**config.mk**
```make
export PLATFORM = sky130hd
export DESIGN_NAME = mem_arbiter
export DESIGN_NICKNAME = d
export VERILOG_FILES = /design/src/rtl/mem_arbiter_pkg.sv /design/src/rtl/mem_arb_age_cnt.sv /design/src/rtl/mem_arbiter.sv
export SDC_FILE = /design/constraint.sdc
export NUM_CORES = 1
export LEC_CHECK = 0
export CAP_MARGIN = 20
export CORE_MARGIN = 2
export CORE_UTILIZATION = 38
export DETAILED_ROUTE_END_ITERATION = 10
export HOLD_SLACK_MARGIN = 0.12
export PLACE_DENSITY = 0.77
export SYNTH_ARGS = -nofsm -noshare
export SYNTH_HDL_FRONTEND = slang
export SYNTH_SLANG_ARGS = --single-unit
export TNS_END_PERCENT = 100
```
**constraint.sdc**
```tcl
create_clock -name clk -period 1.7 [get_ports clk]
set_input_delay 0.34 -clock clk [delete_from_list [all_inputs] [get_ports clk]]
set_output_delay 0.34 -clock clk [all_outputs]
set_load 0.02 [all_outputs]
```
**src/rtl/mem_arbiter_pkg.sv**
```systemverilog
// Shared constants and state encoding for the unified-memory arbiter.
package mem_arbiter_pkg;

  localparam int ADDR_W           = 32;
  localparam int DATA_W           = 32;
  localparam int BE_W             = 4;
  localparam int CNT_W            = 4;
  localparam int STARVE_LIMIT_DEF = 4;

  typedef enum logic [1:0] {
    IDLE    = 2'd0,
    BUSY_IF = 2'd1,
    BUSY_DM = 2'd2
  } state_t;

endpackage

```
**src/rtl/mem_arb_age_cnt.sv**
```systemverilog
// Saturating age counter: counts fetch-wait cycles up to the programmed limit.
module mem_arb_age_cnt
  import mem_arbiter_pkg::*;
(
  input  logic             clk,
  input  logic             reset,
  input  logic             inc,
  input  logic             clr,
  input  logic [CNT_W-1:0] sat,
  output logic [CNT_W-1:0] count,
  output logic             full
);

  assign full = (count == sat);

  // clr wins over inc so a grant always restarts the age from zero
  always_ff @(posedge clk or negedge reset) begin
    if (!reset) begin
      count <= '0;
    end else if (clr) begin
      count <= '0;
    end else if (inc && !full) begin
      count <= count + 1'b1;
    end
  end

endmodule

```
**src/rtl/mem_arbiter.sv**
```systemverilog
// Fetch/data arbiter in front of one single-port memory; one transaction in flight.
// Handshake: a requester raises req with stable fields and holds them until it
// sees gnt (combinational, IDLE only); completion is flagged by a one-cycle done.
module mem_arbiter
  import mem_arbiter_pkg::*;
#(
  parameter int STARVE_LIMIT = STARVE_LIMIT_DEF
) (
  input  logic              clk,
  input  logic              reset,
  input  logic              if_req,
  input  logic [ADDR_W-1:0] if_addr,
  output logic              if_gnt,
  output logic              if_done,
  output logic [DATA_W-1:0] if_rdata,
  input  logic              dm_req,
  input  logic              dm_we,
  input  logic [BE_W-1:0]   dm_be,
  input  logic [ADDR_W-1:0] dm_addr,
  input  logic [DATA_W-1:0] dm_wdata,
  output logic              dm_gnt,
  output logic              dm_done,
  output logic [DATA_W-1:0] dm_rdata,
  output logic              mem_req,
  output logic              mem_we,
  output logic [BE_W-1:0]   mem_be,
  output logic [ADDR_W-1:0] mem_addr,
  output logic [DATA_W-1:0] mem_wdata,
  input  logic              mem_ready,
  input  logic [DATA_W-1:0] mem_rdata,
  output state_t            state,
  output logic [CNT_W-1:0]  wait_cnt
);

  state_t next_state;
  logic   starved;

  mem_arb_age_cnt u_age_cnt (
    .clk   (clk),
    .reset (reset),
    .inc   (if_req & ~if_gnt),
    .clr   (if_gnt),
    .sat   (CNT_W'(STARVE_LIMIT)),
    .count (wait_cnt),
    .full  (starved)
  );

  always_ff @(posedge clk or negedge reset) begin
    if (!reset) begin
      state <= IDLE;
    end else begin
      state <= next_state;
    end
  end

  // Data wins a tie unless fetch has aged out; grants are suppressed during reset.
  always_comb begin
    next_state = state;
    if_gnt     = 1'b0;
    dm_gnt     = 1'b0;
    case (state)
      IDLE: begin
        if (reset) begin
          if (if_req && (!dm_req || starved)) begin
            if_gnt     = 1'b1;
            next_state = BUSY_IF;
          end else if (dm_req) begin
            dm_gnt     = 1'b1;
            next_state = BUSY_DM;
          end
        end
      end
      BUSY_IF, BUSY_DM: begin
        if (mem_ready) begin
          next_state = IDLE;
        end
      end
      default: next_state = IDLE;
    endcase
  end

  always_ff @(posedge clk or negedge reset) begin
    if (!reset) begin
      mem_req   <= 1'b0;
      mem_we    <= 1'b0;
      mem_be    <= '0;
      mem_addr  <= '0;
      mem_wdata <= '0;
      if_done   <= 1'b0;
      dm_done   <= 1'b0;
      if_rdata  <= '0;
      dm_rdata  <= '0;
    end else begin
      if_done <= 1'b0;
      dm_done <= 1'b0;
      if (if_gnt) begin
        // fetch leaves mem_wdata at whatever the last data write left there
        mem_req  <= 1'b1;
        mem_we   <= 1'b0;
        mem_be   <= '1;
        mem_addr <= if_addr;
      end else if (dm_gnt) begin
        mem_req   <= 1'b1;
        mem_we    <= dm_we;
        mem_be    <= dm_be;
        mem_addr  <= dm_addr;
        mem_wdata <= dm_wdata;
      end else if (state != IDLE && mem_ready) begin
        mem_req <= 1'b0;
        if (state == BUSY_IF) begin
          if_done  <= 1'b1;
          if_rdata <= mem_rdata;
        end else begin
          dm_done <= 1'b1;
          if (!mem_we) begin
            dm_rdata <= mem_rdata;
          end
        end
      end
    end
  end

endmodule
```
# Word level (Yosys, flattened, before mapping)
# Index checks and enable logic that the tools add are counted.
# Widths: inputs -> output; s select.
dict set report word_totals {
  ram_bits 0
  regBits 142
  wordCells 70
  latchBits 0
  romBits 0
  memories 0
}
dict set report op_classes {
  shift 0
  n_addsub 1
  bitwise 5
  n_lt_le_gt_ge 0
  mul 0
  reduce_logical 16
  eq_ne 6
  n_mux 31
  div 0
}
# cell count
set op_table {}
lappend op_table {{$mux 32} 2}
lappend op_table {{$mux 1} 20}
lappend op_table {{$mux 4} 4}
lappend op_table {{$mux 2} 4}
lappend op_table {{$reduce_bool 2->1} 3}
lappend op_table {{$reduce_and 5->1} 1}
lappend op_table {{$add 4x1->4 const B} 1}
lappend op_table {{$eq 4x3->1 const B} 1}
lappend op_table {{$ne 2x2->1 const B} 2}
lappend op_table {{$not 1->1} 4}
lappend op_table {{$pmux 2 s2} 1}
lappend op_table {{$reduce_and 4->1} 1}
lappend op_table {{$logic_and 1x1->1} 3}
lappend op_table {{$ne 3x3->1 const B} 1}
lappend op_table {{$reduce_and 3->1} 1}
lappend op_table {{$reduce_bool 3->1} 1}
lappend op_table {{$eq 2x1->1 const B} 1}
lappend op_table {{$eq 2x2->1 const B} 1}
lappend op_table {{$logic_not 1->1} 2}
lappend op_table {{$logic_not 2->1} 1}
lappend op_table {{$reduce_and 2->1} 1}
lappend op_table {{$reduce_or 2->1} 1}
lappend op_table {{$and 1x1->1} 1}
lappend op_table {{$logic_or 1x1->1} 1}

# Longest topological paths before layout
dict set report logic_depth {
  ltp_word 11
  depth_mapped 7
  mapped_depth_nobuf 6
}

# By module
# Synthesis repeated with hierarchy kept, for this count alone.
dict set report hier_totals {
  hier_cells 468
  area_unflattened_um2 6004.5
}
# mod cells_each seq_area_each_um2 n_inst area_per_inst_um2
set by_module_without_submodules {}
lappend by_module_without_submodules {mem_arbiter 445 3453.3 1 5740.5}
lappend by_module_without_submodules {mem_arb_age_cnt 23 100.1 1 264.0}

# Worst setup path after synthesis
# No wires, ideal clock.
dict set report synth_path {
  path_kind {register -> output}
  from {reg state[1]}
  to {out if_gnt}
  stages_incl_launch_ff 7
  required_ns 1.360
  setup_slack_ns -0.298
  t_arrival_ns 1.658
  path_cell_list {dfrtp_1 > inv_1 > ha_1 > nand2_1 > buf_2 > buf_2 > a21oi_1}
}
dict set report synth_between {
  elab_chain_len 2
}
# item line_no
set synth_lines {}
lappend synth_lines {{start: declaration} mem_arbiter.sv:31} ;# output state_t state,
lappend synth_lines {{start signal: assignment} mem_arbiter.sv:52} ;# state <= next_state;
lappend synth_lines {{$logic_not 2->1} mem_arbiter.sv:61} ;# case (state)
lappend synth_lines {{$mux 1} mem_arbiter.sv:61}
lappend synth_lines {{end: declaration} mem_arbiter.sv:13} ;# output logic if_gnt,
# Every way passes these cells.

# Worst setup path after layout
dict set report layout_path {
  from {reg u_age_cnt.count[1]}
  to {out if_gnt}
}
dict set report layout_between {
  elab_chain_len 6
}
# item line_no
set layout_lines {}
lappend layout_lines {{start: declaration} mem_arb_age_cnt.sv:10} ;# output logic [CNT_W-1:0] count,
lappend layout_lines {{start signal: assignment} mem_arb_age_cnt.sv:23} ;# count <= count + 1'b1;
lappend layout_lines {{$eq 4x3->1} mem_arb_age_cnt.sv:14} ;# assign full = (count == sat);
lappend layout_lines {{$logic_or 1x1->1} mem_arbiter.sv:64} ;# if (if_req && (!dm_req || starved)) begin
lappend layout_lines {{$logic_and 1x1->1} mem_arbiter.sv:64}
lappend layout_lines {{$mux 1} mem_arbiter.sv:64}
lappend layout_lines {{$mux 1} mem_arbiter.sv:63} ;# if (reset) begin
lappend layout_lines {{$mux 1} mem_arbiter.sv:61}
# Every way passes these cells.

==> flow_metrics.py <==
metrics = {
    "run_status": {
        "status": "finished with violations",
        "violations": "setup timing",
    },
    "finish": {
        "fillers": 1208,
        "area.sequential_um2": 3560,
        "diodes": 0,
        "multi_input_comb_area_um2": 2710,
        "nets": 918,
        "drive_gt1_share_pct": 30.5,
        "syn_to_final_growth_pct": 69.8,
    },
    "clocking": {
        "level_count_of_the_clock_h_tree": 4,
        "cell_at_the_root_of_the_clock_tree": "clkbuf_16",
        "cts_made_buffers": 17,
        "clk_pin_slew_worst_paths_ns": 0.06,
        "cts.path.max_buffers": 2,
        "clk_latency_ns": 0.42,
        "cts_tree": "yes",
        "clock_sinks": 142,
    },
    "sta": {
        "report.final.slew_viol_count": 0,
        "final.min_clock_period_ns": 1.84,
        "setup_repair_after_global_routing_missed_its_margin": "yes",
        "tightest_slew_ns": 0.620,
        "final_min_period_over_clock_period_pct": 108,
        "hold-worst-slack_ns": 0.0503,
        "final.setup.worst_slack_ns": -0.136,
        "finish_stage_setup_viols": 85,
        "clock_skew_ns": 0.0107,
        "hold_violations": 0,
        "relSlewSlack_pct": 58.7,
        "fmaxAchievable_ghz": 0.545,
    },
    "grt": {
        "global_route_wire_length_before_repair_mm": 30.2,
        "initial_antenna_violation_count": 0,
        "grt_max_degree": 92,
        "grt.overflow.total": 0,
        "vias_in_the_first_global_route": 5534,
        "grtUsageTotal_pct": 22.1,
    },
    "die": {
        "die-height_um": 132,
        "io_pins": 282,
        "die_w_um": 132,
        "core-area_um2": 15900,
        "initial_utilization_pct": 38.9,
        "die_area_um2": 17300,
        "placement_rows": 46,
    },
    "routing": {
        "first_pass_drt_iterations": 4,
        "drtIter0Drc": 205,
        "detail-route-antenna-nets": 0,
        "wl_per_cell_um": 20.0,
        "drt_drc_violations_left": 0,
        "wirelength_mm": 20.1,
        "detail_route.vias_per_cell": 5.03,
        "detailroute.via_count": 5052,
    },
    "place": {
        "port_buffers": 281,
        "gp_congestion": 0.832,
        "post-place-ws_ns": -0.505,
        "place_hpwl_mm": 12.9,
    },
    "yosys": {
        "ys_warn_count": 0,
        "synthesis.area_per_instance_um2": 13.8,
        "netlist_instances": 449,
        "synth-seq-area-share_pct": 57.5,
        "post_synthesis_cell_area_um2": 6180,
        "synth_top_area_share_pct": 57.5,
        "top_post_synthesis_cells_by_area": "dfrtp_1, mux2_2, a221oi_2, mux2_4, nor2_1",
        "synth-seq-cells": 142,
        "yosys.area.top_type": "dfrtp_1",
        "synth.net_count": 591,
        "synth_cell_type_count": 37,
    },
    "setup_path": {
        "crit_type": "register to output port",
        "path_buf_inv": 2,
        "crit_chain": "inv_2, ha_4, nand4b_4, a21oi_4, buf_6",
        "timing.critical_path.from_type": "register",
        "cp.arrival_ns": 1.50,
        "worst_path_required_time_ns": 1.36,
        "setup_slack_of_the_most_critical_reg_to_reg_path_ns": -0.09,
        "cpLargestDelayFamily": "flip-flops",
        "critical_path.slowest_cell": "dfrtp_2",
        "critical-path-max-stage-delay_ns": 0.41,
        "critPathMaxFanout": 3,
        "critPathCaptureType": "output port",
    },
    "run": {
        "timing.max_cap.violations": 0,
    },
    "power_and_ir_drop": {
        "vdd_drop_max_mv": 1.01,
        "power_density_nw_per_um2": 1880,
        "power_leakage_nw": 4.92,
    },
    "min_path": {
        "timing.hold.worst.class": "input port to asynchronous set/reset pin",
    },
}
==> power by group <==
| group | leakage [nW] | internal (W) | switching, W |
|---|---|---|---|
| logic | 2.98 | 0.00504 | 0.00508 |
| registers | 1.67 | 0.00506 | 0.00100 |
| clock network | 0.266 | 0.00191 | 0.00161 |
| total | 4.92 | 0.0120 | 0.00769 |
==> placed cells by master (no fill, tap or decap), types with 4 or more instances in the layout <==
master	instances
nor2_1	98
o22a_1	4
mux2_4	92
clkbuf_16	23
buf_12	10
dfrtp_1	138
mux2_2	6
inv_2	4
dlygate4sd2_1	141
clkdlybuf4s50_1	136
inv_6	7
buf_4	26
buf_6	10
dfrtp_2	4
a21oi_1	5
a221oi_2	31
==> routing by layer <==
layer / routed length [um] / global-route usage (%) / vias up
met2: 9980 / 37.7 / 232
met1: 8290 / 26.7 / 2531
met3: 1270 / 6.64 / 39
met5: 0 / 0 / -
met4: 563 / 7.43 / 0
li1: - / - / 2250
==> stage by stage <==
stage	cell area (um2)	power [W]	util [%]	instances	TNS (ns)
4_1_cts	10100	0.0193	63.7	993	-1.84
3_5_place_dp	9430	0.0162	59.4	950	-29.72
5_1_grt	10500	0.0207	66.0	1005	-9.82
3_3_place_gp	9430	0.0158	59.4	950	-27.40
2_1_floorplan	6260	0.0113	-	449	-0.549
6_report	10500	0.0197	66.0	1005	-4.60
==> sequential cells by signal, summed over array words and instances, names as in the netlist, 2 cells and up <==
name,cells
mem_wdata,32
if_rdata,32
state,2
mem_addr,32
u_age_cnt.count,4
mem_be,4
dm_rdata,32
==> cells by family after synthesis <==
| logic type | after synthesis | share of synthesized area [%] |
|---|---|---|
| compound gates | 50 | 9.56 |
| flops | 142 | 57.5 |
| mux | 99 | 19.7 |
| simple gates | 118 | 8.44 |
| fa+ha+maj | 4 | 0.810 |
| buf+inv | 36 | 3.95 |
==> what timing repair did <==
action,CTS,global route
pin swaps,4,1
hold buffers,1,1
endpoints found under the hold margin,51,6
endpoints found under the setup margin,240,91
cloned,4,8
setup buffers,7,4
gates resized for setup,203,45
==> worst paths after layout <==
path / start / endpoint / cells past startpoint
hold / removal: reset / mem_addr[22]$_DFFE_PN0P_ / 2
setup reg to reg: state[0]$_DFFE_PN0P_ / dm_rdata[0]$_DFFE_PN0P_ / 8
hold reg to reg: mem_req$_DFFE_PN0P_ / mem_req$_DFFE_PN0P_ / 1
setup / recovery: u_age_cnt.count[1]$_DFFE_PN0P_ / if_gnt / 5
max in group asynchronous: reset / mem_addr[26]$_DFFE_PN0P_ / 3
min in group clk: reset / u_age_cnt.count[3]$_DFFE_PN0P_ / 5
==> synth_stat cells (all sizes together) <==
| master | number |
|---|---|
| and3b | 1 |
| nand4b | 1 |
| o21ai | 3 |
| nand4 | 1 |
| a21oi | 6 |
| nor2 | 98 |
| dfrtp | 142 |
| nor3 | 1 |
| nand2b | 2 |
| mux2 | 98 |
| nand2 | 3 |
| a311oi | 1 |
| or3 | 1 |
| a21o | 1 |
| nand3b | 2 |
| o22a | 4 |
| a221oi | 32 |
| o2bb2ai | 1 |
| mux2i | 1 |
| nand3 | 4 |
| clkbuf | 5 |
| nor2b | 2 |
| o211a | 1 |
| inv | 8 |
| a21boi | 1 |
| and2 | 2 |
| buf | 23 |
| ha | 4 |
==> final cells by class <==
| type | instances | area share [%] |
|---|---|---|
| clock buffer | 17 | 4.06 |
| clock inverter | 15 | 1.19 |
| inverter | 8 | 0.310 |
| multi-input combinational | 272 | 25.8 |
| sequential | 142 | 33.9 |
| tap | 216 | 2.58 |
| timing repair buffer | 335 | 32.1 |
No activity file was read; power rests on OpenSTA's default activity.
